File: config.mk
export PLATFORM = sky130hd
export DESIGN_NAME = dmem_arbiter
export DESIGN_NICKNAME = d
export VERILOG_FILES = /design/src/rtl/dmem_arbiter.sv
export SDC_FILE = /design/constraint.sdc
export NUM_CORES = 1
export LEC_CHECK = 0
export BUFFER_PORTS_ARGS = -buffer_cell sky130_fd_sc_hd__buf_2
export CELL_PAD_IN_SITES_DETAIL_PLACEMENT = 0
export CELL_PAD_IN_SITES_GLOBAL_PLACEMENT = 1
export CORE_AREA = 2 2 115 117
export CTS_CLUSTER_DIAMETER = 30
export DETAILED_ROUTE_END_ITERATION = 6
export DIE_AREA = 0 0 117 119
export PLACE_DENSITY = 0.85
export SLEW_MARGIN = 40
export SYNTH_ARGS = -nofsm -noshare
export SYNTH_HDL_FRONTEND = slang
export SYNTH_SLANG_ARGS = --single-unit
File: constraint.sdc
create_clock -name clk -period 1.81 [get_ports clk]
set_input_delay 0.181 -clock clk [delete_from_list [all_inputs] [get_ports clk]]
set_output_delay 0.181 -clock clk [all_outputs]
set_load 0.05 [all_outputs]
File: src/rtl/dmem_arbiter.sv
// dmem_arbiter: round-robin arbiter sharing one single-port word-addressed
// data memory between the CPU load/store path (port A) and a secondary
// master (port B). Grants are registered. Each access is acknowledged in
// the cycle it is presented to memory. Out-of-range or misaligned
// addresses are acknowledged with an error and never reach the memory
// write enable.
module dmem_arbiter #(
    parameter int DEPTH    = 4000,
    parameter int MAXBURST = 4
) (
    input  logic        clk,
    input  logic        reset,

    input  logic        aReq,
    input  logic        aWrEn,
    input  logic [31:0] aAddr,
    input  logic [31:0] aDataIn,
    output logic        aAck,
    output logic        aErr,
    output logic [31:0] aDataOut,

    input  logic        bReq,
    input  logic        bWrEn,
    input  logic [31:0] bAddr,
    input  logic [31:0] bDataIn,
    output logic        bAck,
    output logic        bErr,
    output logic [31:0] bDataOut,

    output logic        memWrEn,
    output logic [31:0] memAddr,
    output logic [31:0] memDataIn,
    input  logic [31:0] memDataOut
);

    typedef enum logic [1:0] {
        IDLE    = 2'd0,
        SERVE_A = 2'd1,
        SERVE_B = 2'd2
    } state_t;

    localparam logic        GRANT_A    = 1'b0;
    localparam logic        GRANT_B    = 1'b1;
    localparam logic [29:0] DEPTH_WORD = 30'(DEPTH);
    localparam logic [7:0]  MAX_BURST  = 8'(MAXBURST);

    state_t      state_q;
    state_t      state_d;
    logic [7:0]  burst_cnt_q;
    logic [7:0]  burst_cnt_d;
    logic        last_grant_q;
    logic        last_grant_d;

    logic        a_bad_addr;
    logic        b_bad_addr;
    logic [8:0]  burst_inc;
    logic        burst_limit;
    logic [7:0]  burst_sat;

    // Address legality for each port: word index must be inside the memory and the byte offset must be zero.
    always_comb begin
        a_bad_addr = (aAddr[31:2] >= DEPTH_WORD) || (aAddr[1:0] != 2'b00);
        b_bad_addr = (bAddr[31:2] >= DEPTH_WORD) || (bAddr[1:0] != 2'b00);
    end

    // Burst bookkeeping: the count after this transfer, whether it reaches the cap, and its saturated value.
    always_comb begin
        burst_inc   = {1'b0, burst_cnt_q} + 9'd1;
        burst_limit = (burst_inc >= {1'b0, MAX_BURST});
        burst_sat   = burst_limit ? MAX_BURST : burst_inc[7:0];
    end

    // Next-state logic: round-robin on ties from IDLE, burst cap on handover, release cycles on dropped requests.
    always_comb begin
        state_d      = state_q;
        burst_cnt_d  = burst_cnt_q;
        last_grant_d = last_grant_q;
        case (state_q)
            IDLE: begin
                burst_cnt_d = 8'd0;
                if (aReq && bReq) begin
                    state_d = (last_grant_q == GRANT_B) ? SERVE_A : SERVE_B;
                end else if (aReq) begin
                    state_d = SERVE_A;
                end else if (bReq) begin
                    state_d = SERVE_B;
                end
            end
            SERVE_A: begin
                if (aReq) begin
                    last_grant_d = GRANT_A;
                    if (bReq && burst_limit) begin
                        state_d     = SERVE_B;
                        burst_cnt_d = 8'd0;
                    end else begin
                        burst_cnt_d = burst_sat;
                    end
                end else begin
                    burst_cnt_d = 8'd0;
                    state_d     = bReq ? SERVE_B : IDLE;
                end
            end
            SERVE_B: begin
                if (bReq) begin
                    last_grant_d = GRANT_B;
                    if (aReq && burst_limit) begin
                        state_d     = SERVE_A;
                        burst_cnt_d = 8'd0;
                    end else begin
                        burst_cnt_d = burst_sat;
                    end
                end else begin
                    burst_cnt_d = 8'd0;
                    state_d     = aReq ? SERVE_A : IDLE;
                end
            end
            default: begin
                state_d     = IDLE;
                burst_cnt_d = 8'd0;
            end
        endcase
    end

    // Memory and port outputs: granted port is muxed onto the memory; reset suppresses every strobe so no write slips through.
    always_comb begin
        memWrEn   = 1'b0;
        memAddr   = 32'd0;
        memDataIn = 32'd0;
        aAck      = 1'b0;
        aErr      = 1'b0;
        aDataOut  = 32'd0;
        bAck      = 1'b0;
        bErr      = 1'b0;
        bDataOut  = 32'd0;
        case (state_q)
            SERVE_A: begin
                memAddr   = aAddr;
                memDataIn = aDataIn;
                if (aReq) begin
                    aAck    = 1'b1;
                    aErr    = a_bad_addr;
                    memWrEn = aWrEn && !a_bad_addr;
                    if (!a_bad_addr && !aWrEn) begin
                        aDataOut = memDataOut;
                    end
                end
            end
            SERVE_B: begin
                memAddr   = bAddr;
                memDataIn = bDataIn;
                if (bReq) begin
                    bAck    = 1'b1;
                    bErr    = b_bad_addr;
                    memWrEn = bWrEn && !b_bad_addr;
                    if (!b_bad_addr && !bWrEn) begin
                        bDataOut = memDataOut;
                    end
                end
            end
            default: begin
                memAddr   = 32'd0;
                memDataIn = 32'd0;
            end
        endcase
        if (reset) begin
            memWrEn  = 1'b0;
            aAck     = 1'b0;
            aErr     = 1'b0;
            aDataOut = 32'd0;
            bAck     = 1'b0;
            bErr     = 1'b0;
            bDataOut = 32'd0;
        end
    end

    // State registers; B is recorded as last grant on reset so A wins the first tie.
    always_ff @(posedge clk) begin
        if (reset) begin
            state_q      <= IDLE;
            burst_cnt_q  <= 8'd0;
            last_grant_q <= GRANT_B;
        end else begin
            state_q      <= state_d;
            burst_cnt_q  <= burst_cnt_d;
            last_grant_q <= last_grant_d;
        end
    end

endmodule

After elaboration in Yosys (flattened, before gate mapping). Index checks and enable logic that the tools add are counted. W data, S select, Z words.

Reductions and logical operators: 19. Magnitude comparators: 3. Add/subtract/negate cells: 1. Muxes and demuxes: 46. Equal/unequal tests: 7.

Operators by type and width (number): $mux W32 (8); $pmux W32 S2 (2); $ge A30 B12 Y1 const B (2); $mux W8 (5); $mux W1 (18); $mux W2 (9); $pmux W8 S2 (1); $add A8 B1 Y9 const B (1); $ge A9 B3 Y1 const B (1); $logic_and A1 B1 Y1 (7); $ne A3 B3 Y1 const B (2); $pmux W2 S3 (1); $reduce_and A3 Y1 (2); $reduce_bool A2 Y1 (3); $logic_not A1 Y1 (4); $ne A2 B2 Y1 const B (2); $ne A4 B4 Y1 const B (1); $pmux W1 S2 (2); $eq A2 B1 Y1 const B (1); $eq A2 B2 Y1 const B (1); $logic_not A2 Y1 (1); $logic_or A1 B1 Y1 (2).

Logic and storage cells: 79. Register bits: 11. Output and inout port bits: 133. Input bits: 166.

Longest topological paths before layout.
Depth after elaboration: 8. Depth in mapped cells: 8. Mapped depth without buffers: 7.

Worst setup path after synthesis. No wires, ideal clock.

Path type: flip-flop to output port. From: reg state_q[0]. To: out bDataOut[10]. Data arrival time: 2.454 ns. Slack: -0.825 ns. Stages on the path, launching flop included: 9. Required time: 1.629 ns. Buffers on the path: 2. Cells stage by stage: dfxtp_1 -> inv_1 -> ha_1 -> clkbuf_1 -> nand2_1 -> nor2_1 -> and3b_4 -> buf_6 -> and2_1.

Cells in the longest elaborated chain, start to end: 3.

Ends and longest elaborated chain: start: declaration (RTL line 47) `state_t state_q;`; start signal: assignment (RTL line 183) `state_q <= state_d;`; $eq A2 B2 Y1 (RTL line 135) `case (state_q)`; $mux W32 (RTL line 135); $mux W32 (RTL line 165) `if (reset) begin`; end: declaration (RTL line 28) `output logic [31:0] bDataOut,`.

Every way passes these cells.

Worst setup path in the final report. Ends and elaborated chain as after synthesis.

==> results by group <==
Critical path
  • Maximum fanout encountered on the critical timing path: 16
  • FF-to-FF Start: state_q[0]
  • Type of the worst setup path: reg -> out
  • Endpoint of the lowest-slack register-to-register path: state_q[1]
  • Crit. Startpoint: state_q[0]
  • Depth of the worst register-to-register path: 9
  • Required time reported for the critical path endpoint: 1.63 ns
  • CP arrival: 1.76 ns
  • Critical path capture point type: primary output
  • Destination of the critical timing path: bDataOut[10]
  • Setup slack of the worst register-to-register path: 0.19 ns
  • Category of the worst setup path launch point: register

Hold path
  • Path type of the worst min-delay path: in -> reg
  • Worst Hold Path Cells: 2

Synth
  • Fraction of post-synthesis cell area in the top cell type by area: 21.77%
  • Yosys warnings: 0
  • Adder-cell area share of the yosys netlist: 3.401%
  • Ranking of synthesized cells by area: sky130_fd_sc_hd__a22oi_1, sky130_fd_sc_hd__and2_1, sky130_fd_sc_hd__nor2b_1, sky130_fd_sc_hd__dfxtp_1, sky130_fd_sc_hd__ha_1
  • Dominant register cell in the synthesized netlist: sky130_fd_sc_hd__dfxtp_1
  • Synthesized instance count: 310
  • Fraction of the yosys area taken by sequential cells: 9.977%
  • Post-Synth Simple-Gate Area: 48.98%
  • Count of cell types in the netlist: 36
  • Largest family of logic cells by synthesized area: simple AND/OR/NAND/NOR gates
  • Synth Cell Area: 2207 µm²
  • Post-synth ARST share: 0%
  • Post-synthesis compound-gate area fraction: 28.17%
  • Mapped Avg Cell Area: 7.120 µm²
  • Share of synthesized area spent on multiplexers: 0.9070%
  • XOR/XNOR Fraction of Synth Area: 0%
  • Post-synth EDFFs: 0
  • Post-synthesis sequential element count: 11
  • Cell accounting for the most synthesized area: sky130_fd_sc_hd__a22oi_1

Power and ir drop
  • Cell leakage power: 2.640 nW
  • Worst voltage drop across the vdd grid: 0.0002653 V
  • Power per Cell Area: 575.0 nW/µm²
  • Logic pwr share: 80.5%
  • Power Internal: 1.788 mW
  • Clock share of power: 11.3%
  • Part of the power in registers: 8.3%
  • Post-layout power: 3.453 mW
  • Switching power share of the total: 48.21%
  • Power dissipated by switching net loads: 1.665 mW

Job
  • Number of max-capacitance violations reported: 0

STA
  • Post-route setup TNS: -8.177 ns
  • Maximum frequency from static timing analysis: 0.5164 GHz
  • Slew Viols, Final: 0
  • Post-route clock skew: 0.001572 ns
  • Number of failing setup endpoints in the final timing report: 116
  • Unrepaired setup endpoints after global routing: true
  • Final worst hold slack: 0.3529 ns
  • Number of hold violations in the final report: 0
  • Min Clock Period, post-route: 1.936 ns
  • Least setup slack across all paths after layout: -0.1264 ns
  • Final period utilization: 107.0%

Drt
  • DR vias/cell: 4.499
  • Detailed Routing Iterations Pass 1: 4
  • Total Wirelength: 13230 µm
  • Count of antenna-violating nets left after detailed routing: 0
  • Drt initial violations: 261
  • Average detailed-routed wire length per instance: 16.47 µm
  • Count of unresolved DRC violations after routing: 0
  • Via count: 3613

Layout
  • Fraction of final layout cells with drive strength greater than 1: 83.87%
  • Number of nets in the finished design: 799
  • Most common cell after layout, fill and taps aside: sky130_fd_sc_hd__buf_2
  • Filler cells: 1216
  • Most used cells in the layout excluding fill and tap cells: sky130_fd_sc_hd__buf_2, sky130_fd_sc_hd__and2_4, sky130_fd_sc_hd__buf_8
  • Area growth from synthesis to layout: 172.1%

Place
  • Pre-CTS setup slack: -0.3273 ns
  • Routability-driven placement congestion ratio: 0.8556
  • Estimated wirelength of the detail-placed design: 9188 µm
  • Count of buffers from port buffering: 298

Floorplanning
  • Number of cell rows: 42
  • X dimension of the die: 117 µm
  • IO Count: 299
  • Core area: 12870 µm²
  • Die area: 13920 µm²
  • Die Ht: 119 µm
  • Initial core utilization: 17.14%

Run status
  • Status: finished, violations left
  • Violations in the final reports: negative setup slack

Global routing
  • First-pass GRT wire length: 18040 µm
  • Met3 Resource Use GR: 1.679%
  • Number of antenna violations at the first check in global routing: 1
  • Met2 usage in global routing: 29.26%
  • Number of global-route vias before repair: 3426
  • Met1 Usage GRT: 19.80%
  • Global Route Usage Sum: 15.98%
  • Gr busiest metal: met2
  • Leftover overflow at the end of global routing: 0
  • Largest net degree at the start of global routing: 57

Clock network
  • Count of hold buffers inserted by post-cts repair: 0
  • TritonCTS sink count: 11
  • Clock transition at path regs: 0.04 ns
  • Library cell used as clock root buffer: sky130_fd_sc_hd__clkbuf_16
  • Clock tree from TritonCTS: done
  • Number of buffers created by CTS: 3
  • Htree depth: 1
  • Clock insertion delay at the later pin of the skew report: 0.23 ns
  • Number of buffers on the longest clock path: 2
critical path: stages (launching register included):
cell                      delay, ns
sky130_fd_sc_hd__dfxtp_4       0.34
sky130_fd_sc_hd__inv_2         0.08
sky130_fd_sc_hd__ha_4          0.17
sky130_fd_sc_hd__nand2_4       0.06
sky130_fd_sc_hd__nor2_4        0.12
sky130_fd_sc_hd__and3b_4       0.26
sky130_fd_sc_hd__buf_12        0.16
sky130_fd_sc_hd__and2_2        0.16
sky130_fd_sc_hd__buf_6         0.15
how the worst min path moves through the flow:
| stage | start | to | slack (ns) |
|---|---|---|---|
| CTS | reset | last_grant_q | 0.35 |
| global route | reset | last_grant_q | 0.39 |
| detailed placement | burst_cnt_q[0] | burst_cnt_q[0] | 0.50 |
| floorplan | burst_cnt_q[0] | burst_cnt_q[0] | 0.46 |
| finish | reset | last_grant_q | 0.35 |
| global placement | burst_cnt_q[0] | burst_cnt_q[0] | 0.49 |
stage by stage:
stage,cells,area [µm²],util (%)
CTS,794,5609,43.57
detailed placement,789,4668,36.26
finish,803,6005,46.64
global placement,789,4668,36.26
global route,803,6005,46.64
floorplan,314,2791,-
synthesized netlist by cell type, types with 2 or more instances:
master                      count
sky130_fd_sc_hd__and3b_4        2
sky130_fd_sc_hd__dfxtp_1       11
sky130_fd_sc_hd__clkbuf_1      15
sky130_fd_sc_hd__ha_1           6
sky130_fd_sc_hd__o21ai_0        4
sky130_fd_sc_hd__nand3_1        2
sky130_fd_sc_hd__nand2_1        5
sky130_fd_sc_hd__buf_1          7
sky130_fd_sc_hd__buf_2          4
sky130_fd_sc_hd__a21oi_1        7
sky130_fd_sc_hd__and2_1        64
sky130_fd_sc_hd__nor2_1         6
sky130_fd_sc_hd__nor3_2         2
sky130_fd_sc_hd__nand4_1        4
sky130_fd_sc_hd__nor3_1         2
sky130_fd_sc_hd__nor4_2         2
sky130_fd_sc_hd__nand2b_1       5
sky130_fd_sc_hd__mux2i_1        2
sky130_fd_sc_hd__inv_1          4
sky130_fd_sc_hd__nor2b_1       64
sky130_fd_sc_hd__a2111oi_2      2
sky130_fd_sc_hd__nor4_1         8
sky130_fd_sc_hd__a22oi_1       64
sky130_fd_sc_hd__buf_6          6
flip-flops by register name, summed over array words and instances (netlist names):
name and cells:
burst_cnt_q 8, state_q 2, last_grant_q 1
power by group through the flow:
stage                     sequential, mW  clock (mW)  combinational [mW]
final                              0.285       0.390                2.78
after global routing               0.290       0.415                2.92
after CTS                          0.282       0.403                2.61
after detailed placement           0.284           0                2.48
after global placement             0.283           0                2.47
after floorplan                    0.284           0                1.78
final cells by class:
type / instances / area (µm²) / area share, %
Timing Repair Buffer: 340 / 2868 / 47.76
Multi-Input combinational cell: 267 / 2595 / 43.22
Sequential cell: 11 / 225.2 / 3.751
Tap cell: 176 / 220.2 / 3.667
Clock buffer: 4 / 78.83 / 1.313
Inverter: 4 / 15.01 / 0.2501
Antenna cell: 1 / 2.502 / 0.04168
routing by layer:
metal | up-vias | routed length, µm
met5 | - | 0
met4 | 0 | 259
met3 | 22 | 731
met2 | 148 | 7001
met1 | 1715 | 5237
li1 | 1728 | -
what timing repair did:
action,4_1_cts,5_1_grt
resized for setup,243,85
pin swaps,3,12
buffers inserted,1,2
gates cloned,0,7
endpoints found under the setup margin,129,129
kinds of logic (layout without fill, tap and decap cells):
group	count (synthesis)	in the layout
adder cells (fa/ha/maj)	6	6
multiplexers	2	2
flip-flops	11	11
buffers and inverters	36	348
AND/OR/NAND/NOR	171	171
AO/OA/AOI/OAI	83	83
other	1	6
Power figures use the tool's default switching activity.
